[src/rtl/vslc_scan_engine.sv]
// Scan-cycle logic engine: latches inputs, runs a small bit-stack program
// from on-chip memory, then commits the output image in one cycle.
module vslc_scan_engine #(
  parameter int N_IN        = 8,
  parameter int N_OUT       = 8,
  parameter int PROG_DEPTH  = 16,
  parameter int STACK_DEPTH = 8,
  localparam int AW         = $clog2(PROG_DEPTH)
) (
  input  logic             clk,
  input  logic             rst_n,
  input  logic [N_IN-1:0]  in_bits,
  output logic [N_OUT-1:0] out_bits,
  input  logic             run,
  input  logic             prog_we,
  input  logic [AW-1:0]    prog_addr,
  input  logic [7:0]       prog_data,
  output logic             busy,
  output logic             addr_strobe,
  output logic [AW-1:0]    pc,
  output logic             scan_done,
  output logic             fault,
  input  logic             fault_clr
);

  localparam int SPW = $clog2(STACK_DEPTH + 1);

  typedef enum logic [2:0] {S_IDLE, S_LATCH, S_EXEC, S_COMMIT, S_FAULT} state_t;
  typedef enum logic [2:0] {
    OP_END, OP_PUSH, OP_PUSHN, OP_AND, OP_OR, OP_NOT, OP_ST, OP_STP
  } op_t;

  state_t               state;
  logic [7:0]           prog_mem [PROG_DEPTH];
  logic [N_IN-1:0]      in_img;
  logic [N_OUT-1:0]     out_img;
  logic [STACK_DEPTH-1:0] stk, stk_nx;
  logic [SPW-1:0]       sp, sp_nx;

  logic [7:0]  word;
  op_t         op;
  logic        src;
  logic [3:0]  idx;
  logic [15:0] in_pad, out_pad;
  logic        opnd, wr_en, op_fault, last_word;

  assign word        = prog_mem[pc];
  assign op          = op_t'(word[7:5]);
  assign src         = word[4];
  assign idx         = word[3:0];
  assign last_word   = (pc == AW'(PROG_DEPTH - 1));
  assign busy        = (state == S_LATCH) || (state == S_EXEC) || (state == S_COMMIT);
  assign addr_strobe = (state == S_EXEC);
  assign scan_done   = (state == S_COMMIT);

  // Program memory is deliberately left out of reset.
  always_ff @(posedge clk) begin
    if (prog_we && (state == S_IDLE || state == S_FAULT))
      prog_mem[prog_addr] <= prog_data;
  end

  // Stack top lives in stk[0]; push shifts left, pop shifts right.
  always_comb begin
    in_pad             = '0;
    in_pad[N_IN-1:0]   = in_img;
    out_pad            = '0;
    out_pad[N_OUT-1:0] = out_img;
    opnd     = src ? out_pad[idx] : in_pad[idx];
    stk_nx   = stk;
    sp_nx    = sp;
    wr_en    = 1'b0;
    op_fault = 1'b0;
    case (op)
      OP_PUSH, OP_PUSHN: begin
        if (sp == SPW'(STACK_DEPTH)) op_fault = 1'b1;
        else begin
          stk_nx = {stk[STACK_DEPTH-2:0], opnd ^ (op == OP_PUSHN)};
          sp_nx  = sp + 1'b1;
        end
      end
      OP_AND, OP_OR: begin
        if (sp < SPW'(2)) op_fault = 1'b1;
        else begin
          stk_nx    = stk >> 1;
          stk_nx[0] = (op == OP_AND) ? (stk[1] & stk[0]) : (stk[1] | stk[0]);
          sp_nx     = sp - 1'b1;
        end
      end
      OP_NOT: begin
        if (sp == '0) op_fault = 1'b1;
        else stk_nx[0] = ~stk[0];
      end
      OP_ST: begin
        if (sp == '0) op_fault = 1'b1;
        else wr_en = 1'b1;
      end
      OP_STP: begin
        if (sp == '0) op_fault = 1'b1;
        else begin
          wr_en  = 1'b1;
          stk_nx = stk >> 1;
          sp_nx  = sp - 1'b1;
        end
      end
      default: ;
    endcase
  end

  always_ff @(posedge clk or negedge rst_n) begin
    if (!rst_n) begin
      state    <= S_IDLE;
      out_bits <= '0;
      out_img  <= '0;
      in_img   <= '0;
      pc       <= '0;
      sp       <= '0;
      stk      <= '0;
      fault    <= 1'b0;
    end else begin
      case (state)
        S_IDLE: if (run) state <= S_LATCH;
        S_LATCH: begin
          in_img <= in_bits;
          sp     <= '0;
          pc     <= '0;
          state  <= S_EXEC;
        end
        S_EXEC: begin
          if (op_fault) begin
            state    <= S_FAULT;
            fault    <= 1'b1;
            out_bits <= '0;
          end else if (op == OP_END) begin
            state <= S_COMMIT;
          end else begin
            stk <= stk_nx;
            sp  <= sp_nx;
            // Out-of-range store indexes match no bit and are dropped.
            for (int unsigned i = 0; i < N_OUT; i++)
              if (wr_en && 32'(idx) == i) out_img[i] <= stk[0];
            if (last_word) state <= S_COMMIT;
            else           pc    <= pc + 1'b1;
          end
        end
        S_COMMIT: begin
          out_bits <= out_img;
          state    <= run ? S_LATCH : S_IDLE;
        end
        S_FAULT: begin
          if (fault_clr) begin
            fault <= 1'b0;
            state <= S_IDLE;
          end
        end
        default: state <= S_IDLE;
      endcase
    end
  end

endmodule

[config.mk]
export PLATFORM = sky130hd
export DESIGN_NAME = vslc_scan_engine
export DESIGN_NICKNAME = d
export VERILOG_FILES = /design/src/rtl/vslc_scan_engine.sv
export SDC_FILE = /design/constraint.sdc
export NUM_CORES = 1
export LEC_CHECK = 0
export ABC_AREA = 1
export BUFFER_PORTS_ARGS = -buffer_cell sky130_fd_sc_hd__buf_2
export CORE_ASPECT_RATIO = 0.9
export CORE_MARGIN = 4
export CORE_UTILIZATION = 35
export CTS_CLUSTER_SIZE = 24
export DETAILED_ROUTE_END_ITERATION = 10
export GPL_TIMING_DRIVEN = 0
export PLACE_DENSITY = 0.6
export SYNTH_ARGS = -nofsm -noshare
export SYNTH_HDL_FRONTEND = slang
export SYNTH_SLANG_ARGS = --single-unit
[constraint.sdc]
create_clock -name clk -period 5.1 [get_ports clk]
set_clock_uncertainty 0.15 [all_clocks]
set_input_delay 1.02 -clock clk [delete_from_list [all_inputs] [get_ports clk]]
set_output_delay 1.02 -clock clk [all_outputs]
set_load 0.005 [all_outputs]
==> results of run 1 <==
final timing paths:
check / from / endpoint / slack, ns
setup / recovery: pc[2]$_DFFE_PN0P_ / sp[3]$_DFFE_PN0P_ / 1.25
hold / removal: in_img[3]$_DFFE_PN0P_ / in_img[3]$_DFFE_PN0P_ / 0.31
setup reg to reg: pc[2]$_DFFE_PN0P_ / sp[3]$_DFFE_PN0P_ / 1.25
hold reg to reg: in_img[3]$_DFFE_PN0P_ / in_img[3]$_DFFE_PN0P_ / 0.31
max in group asynchronous: rst_n / in_img[3]$_DFFE_PN0P_ / 3.56
min in group asynchronous: rst_n / stk[3]$_DFFE_PN0P_ / 0.62
through the flow:
step / hold WS, ns / cell area (um2)
after global routing: 0.336 / 8970
after CTS: 0.318 / 8970
after detailed placement: 0.303 / 8390
final: 0.312 / 8970
after global placement: 0.302 / 8390
after floorplan: 0.283 / 7830
report_power, final:
part	switching, uW	total (uW)	internal [uW]
Sequential	65.4	1690	1620
Clock	582	1270	692
Combinational	793	1160	367
Total	1440	4120	2680
layer usage:
metal | vias up | part of all wire [%]
met5 | - | 0
met1 | 2645 | 47
met2 | 138 | 46
met4 | 0 | 2.2
li1 | 2767 | -
met3 | 35 | 4.6
layout make-up:
cell class              instances  area, um2  area share (%)
flip-flops and latches        172       4940            55.1
clock inverters                14        148            1.65
plain buffers                  27        180            2.01
multi-input cells             516       2430            27.1
clock buffers                  18        429            4.78
repair buffers                 40        200            2.23
well taps                     291        364            4.06
inverters                      71        269            3.00
layout by cell type, fill, tap and decap left out, types with 2 or more instances in the layout:
cell / Yosys / layout
clkinvlp_4: 0 / 2
nand3_1: 66 / 66
buf_6: 6 / 6
inv_1: 64 / 64
clkinv_4: 0 / 2
inv_2: 5 / 5
clkbuf_16: 0 / 17
nand2_1: 208 / 208
ha_1: 3 / 3
nand3b_1: 2 / 2
nand2_2: 10 / 10
edfxtp_1: 128 / 128
buf_2: 9 / 49
nor2_1: 81 / 81
nor2_4: 5 / 5
o211ai_1: 6 / 6
o21ai_0: 50 / 50
or2_2: 5 / 5
nor3_1: 8 / 8
nand3_2: 2 / 2
nor2_2: 3 / 3
inv_8: 0 / 4
dfrtp_1: 44 / 44
clkbuf_1: 5 / 6
o21ai_1: 13 / 13
a21oi_1: 28 / 28
nand4_1: 15 / 15
inv_6: 0 / 4
buf_4: 6 / 6
worst min-delay path, cell delays in order (launching register included):
cell and delay (ns):
dfrtp_1 0.33, nand2_1 0.05, nand2_1 0.05
sequential cells by signal, indices dropped and copies added, names as in the netlist:
register,flops
state,3
in_img,8
out_img,8
out_bits,8
sp,4
pc,4
fault,1
prog_mem,128
stk,8
logic make-up (layout without fill, tap and decap cells):
family                     Yosys count  after routing  synth area share, %
and+or+nand+nor                    408            408                 23.0
DFF                                172            172                 63.2
AOI/OAI and AO/OA                  103            103                 7.30
buffers and inverters               98            170                 5.74
adders and majority gates            4              4                0.735
xor gates and xnor gates             1              1                0.112
==> impl_metrics.json, run 1 <==
{
  "gr-usage-met1_pct": 20.5,
  "hold_class": "register to register",
  "drive_gt1_share_pct": 15.0,
  "dr_total_vias": 5585,
  "fin_nets": 874,
  "rsz0062_at_grt": "no",
  "core-area_um2": 21800,
  "status": "finished clean",
  "first_iter_violations": 422,
  "cp_slowest_cell": "dfrtp_1",
  "io_pins": 41,
  "criticalPathCategory": "register to register",
  "nFillCells": 2096,
  "fmax_mhz": 260,
  "place_hpwl_um": 12800,
  "dieHeight_um": 150,
  "crit_fanout": 11,
  "cts_resized": 0,
  "worst_setup_path_end_kind": "register",
  "power.leakage_uw": 0.00366,
  "clkLatencyLatePin_ns": 0.43,
  "h-tree-depth": 4,
  "fin_util_pct": 41.1,
  "synth_common_cells": "208 x nand2_1, 128 x edfxtp_1, 81 x nor2_1",
  "post-cts-setup-buffers": 0,
  "ys_ff_latch": 172,
  "wl_um": 18300,
  "cp-start-kind": "register",
  "peakVddDrop_v": 0.000227,
  "hold_depth": 2,
  "total_power_uw": 4120,
  "synth-edff-count": 128,
  "avgSynthCellArea_um2": 9.96,
  "via_per_inst": 4.86,
  "busiest_layer": "met2",
  "slowest_delay_ns": 0.62,
  "wire_per_inst_um": 15.9,
  "drc_errors": 0,
  "grt.total_usage_pct": 15.0,
  "relSlewSlack_pct": 32.7,
  "antenna_found_initial": 0,
  "cts.path.max_buffers": 2,
  "finalSetupViolations": 0,
  "synthTopCellsByArea": "edfxtp_1 49%, dfrtp_1 14%, nand2_1 10%",
  "period_needed_ns": 3.85,
  "synth_nets": 815,
  "die_w_um": 166,
  "firstDrtPassIters": 5,
  "crit_required_ns": 5.25,
  "worst_pin_slew_ns": 1.01,
  "grt_overflow": 0,
  "stdcell_count": 1149,
  "grt_max_degree": 45,
  "crit_buf_inv": 2,
  "cpMostUsedCell": "o21ai_0",
  "cp.depth": 14,
  "synth_most_common_cell": "nand2_1",
  "pre_cts_slack_ns": 1.21,
  "root_buffer": "clkbuf_16",
  "rows": 51,
  "final.setup.tns_ns": 0,
  "areaGrowthSynthToFinish_pct": 14.6,
  "dieArea_um2": 24800,
  "n_antenna_cell": 0,
  "yosys.area.top_type": "edfxtp_1",
  "syn_inst": 786,
  "cts_inserted_buffers": 17,
  "start_util_pct": 35.9,
  "hold_violations": 0,
  "grt_pass1_wl_um": 28700,
  "ys_types": 38,
  "cts_tree": "yes",
  "setup_slack_ns": 1.25,
  "drv_slew": 0,
  "seq_area_frac_synth_pct": 63.2,
  "critPathArrivalTime_ns": 4.00,
  "dp.cells": 1117,
  "gp_congestion": 0.860,
  "met3_usage_pct": 3.12,
  "synth_top_area_share_pct": 49.1,
  "drtAntennaViolNets": 0,
  "async_flop_share_pct": 25.6,
  "grt_use_met2_pct": 23.8,
  "grt_pass1_vias": 5284,
  "yosys_most_used_dff": "edfxtp_1",
  "synthesis.area_um2": 7830,
  "rr_worst_depth": 14,
  "crit_family": "compound AO/OA/AOI/OAI gates",
  "io_buffers": 40,
  "maxCapViolCount": 0,
  "worstPathCellList": "nand2_2 -> inv_2 -> o21ai_1 -> o211ai_2 -> o21ai_4 -> o21ai_0 -> buf_2 -> ha_1 -> a21oi_1 -> nand2_1 -> xor2_1 -> or2_2 -> nand3_1 -> o21ai_0",
  "period_share_pct": 75.4,
  "ctsHoldBuffers": 0,
  "cts_sinks": 172,
  "clkTransAtPathRegs_ns": 0.06,
  "power.density_nw_per_um2": 459,
  "ys_warn_count": 0
}
No activity file was read; power rests on OpenSTA's default activity.
==> inputs of run 2 (changes only) <==
==> constraint.sdc (replaced) <==
create_clock -name clk -period 3.8 [get_ports clk]
set_clock_uncertainty 0.15 [all_clocks]
set_input_delay 0.76 -clock clk [delete_from_list [all_inputs] [get_ports clk]]
set_output_delay 0.76 -clock clk [all_outputs]
set_load 0.005 [all_outputs]
==> run 2 against run 1 <==
Non-clock buffer count did not move. Cell count stayed put. Final area up 0.17%.
==> impl_metrics.json, run 2 (same netlist as run 1, synthesis figures left out) <==
{
  "status": "finished clean",
  "dieHeight_um": 150,
  "root_buffer": "clkbuf_16",
  "wire_per_inst_um": 15.9,
  "fmax_mhz": 296,
  "crit_required_ns": 3.95,
  "critPathArrivalTime_ns": 3.53,
  "start_util_pct": 35.9,
  "peakVddDrop_v": 0.000306,
  "worst_pin_slew_ns": 1.02,
  "power.density_nw_per_um2": 617,
  "place_hpwl_um": 12800,
  "rsz0062_at_grt": "no",
  "fin_util_pct": 41.2,
  "cts_sinks": 172,
  "hold_class": "register to register",
  "final.setup.tns_ns": 0,
  "pre_cts_slack_ns": -0.0852,
  "cts_inserted_buffers": 17,
  "grt.total_usage_pct": 15.0,
  "rows": 51,
  "slowest_delay_ns": 0.39,
  "drc_errors": 0,
  "io_pins": 41,
  "maxCapViolCount": 0,
  "firstDrtPassIters": 4,
  "areaGrowthSynthToFinish_pct": 14.8,
  "worst_setup_path_end_kind": "register",
  "gp_congestion": 0.860,
  "grt_max_degree": 45,
  "criticalPathCategory": "register to register",
  "grt_pass1_vias": 5284,
  "drive_gt1_share_pct": 15.3,
  "final_common_cell": "nand2_1",
  "worstPathCellList": "buf_4 -> inv_2 -> nand2_1 -> nor2_1 -> o21ai_0 -> nand4_1 -> o21ai_4 -> o21ai_4 -> clkbuf_4 -> ha_1 -> a21oi_1 -> nand2_1 -> xor2_1 -> or2_2 -> nand3_1 -> o21ai_0",
  "cts_tree": "yes",
  "drtAntennaViolNets": 0,
  "cp_slowest_cell": "dfrtp_1",
  "antenna_found_initial": 0,
  "power.leakage_uw": 0.00366,
  "cts.path.max_buffers": 2,
  "fin_nets": 874,
  "h-tree-depth": 4,
  "hold_violations": 0,
  "clkLatencyLatePin_ns": 0.43,
  "crit_fanout": 11,
  "wl_um": 18300,
  "mostFrequentLayoutCells": "208 x nand2_1, 128 x edfxtp_1, 81 x nor2_1, 66 x nand3_1, 64 x inv_1",
  "grt_pass1_wl_um": 28700,
  "via_per_inst": 4.83,
  "dp.cells": 1117,
  "dpl-instance-area_um2": 8390,
  "die_w_um": 166,
  "largest_reg_flops": 128,
  "cp-start-kind": "register",
  "largest_register": "prog_mem",
  "first_iter_violations": 443,
  "finalSetupViolations": 0,
  "core-area_um2": 21800,
  "dr_total_vias": 5551,
  "final_area_um2": 8980,
  "setup_slack_ns": 0.421,
  "ctsHoldBuffers": 0,
  "stdcell_count": 1149,
  "period_share_pct": 88.9,
  "clkTransAtPathRegs_ns": 0.06,
  "dieArea_um2": 24800,
  "grt_overflow": 0,
  "period_needed_ns": 3.38,
  "n_antenna_cell": 0,
  "relSlewSlack_pct": 31.7,
  "io_buffers": 40,
  "post-cts-setup-buffers": 0,
  "drv_slew": 0
}
-- run 2: final cells by class --
cell class,instances,area [um2]
Fill cell,2092,12800
Sequential cell,172,4950
Multi-Input combinational cell,516,2450
Clock buffer,18,429
Tap cell,291,364
Inverter,71,269
Timing Repair Buffer,40,200
Buffer,27,183
Clock inverter,14,148
-- run 2: final timing paths --
kind                                         endpoint             startpoint  cells after the start  slack (ns)
worst min register to register  in_img[3]$_DFFE_PN0P_  in_img[3]$_DFFE_PN0P_                      2        0.31
worst min-delay path            in_img[3]$_DFFE_PN0P_  in_img[3]$_DFFE_PN0P_                      2        0.31
min in group asynchronous          stk[4]$_DFFE_PN0P_                  rst_n                      1        0.36
max in group asynchronous           pc[2]$_DFFE_PN0P_                  rst_n                      1        2.44
worst max register to register      sp[3]$_DFFE_PN0P_      pc[1]$_DFFE_PN0P_                     16        0.42
worst max-delay path                sp[3]$_DFFE_PN0P_      pc[1]$_DFFE_PN0P_                     16        0.42
-- run 2: repair_timing --
action                                  in CTS  in global routing
gates cloned                                 0                  0
endpoints found under the setup margin       1                  1
resized for setup                            1                  4
-- run 2: worst max-delay path: cells and delay by family (launching register included) --
family          cells  cell delay, ns
fa+ha+maj           1            0.28
flops               1            0.39
simple gates        6            0.93
buf+inv             3            0.62
xor+xnor            1            0.14
compound gates      5            0.72
-- run 2: power by group --
part	internal, uW	switching [uW]	total, uW
registers	2180	88.3	2260
clock network	929	784	1710
logic	500	1070	1570
total	3610	1940	5550
-- run 2: metrics by stage --
stage          power, uW  hold slack (ns)
4_1_cts             5580            0.318
3_5_place_dp        3870            0.303
5_1_grt             5910            0.336
6_report            5550            0.312
3_3_place_gp        3850            0.302
2_1_floorplan       3410            0.283
-- run 2: per-layer routing --
layer,routed length [um],global-route usage (%),vias to the layer above
met3,806,3.12,31
met2,8450,23.8,129
met5,0,0,-
li1,-,-,2766
met1,8600,20.5,2625
met4,393,5.53,0
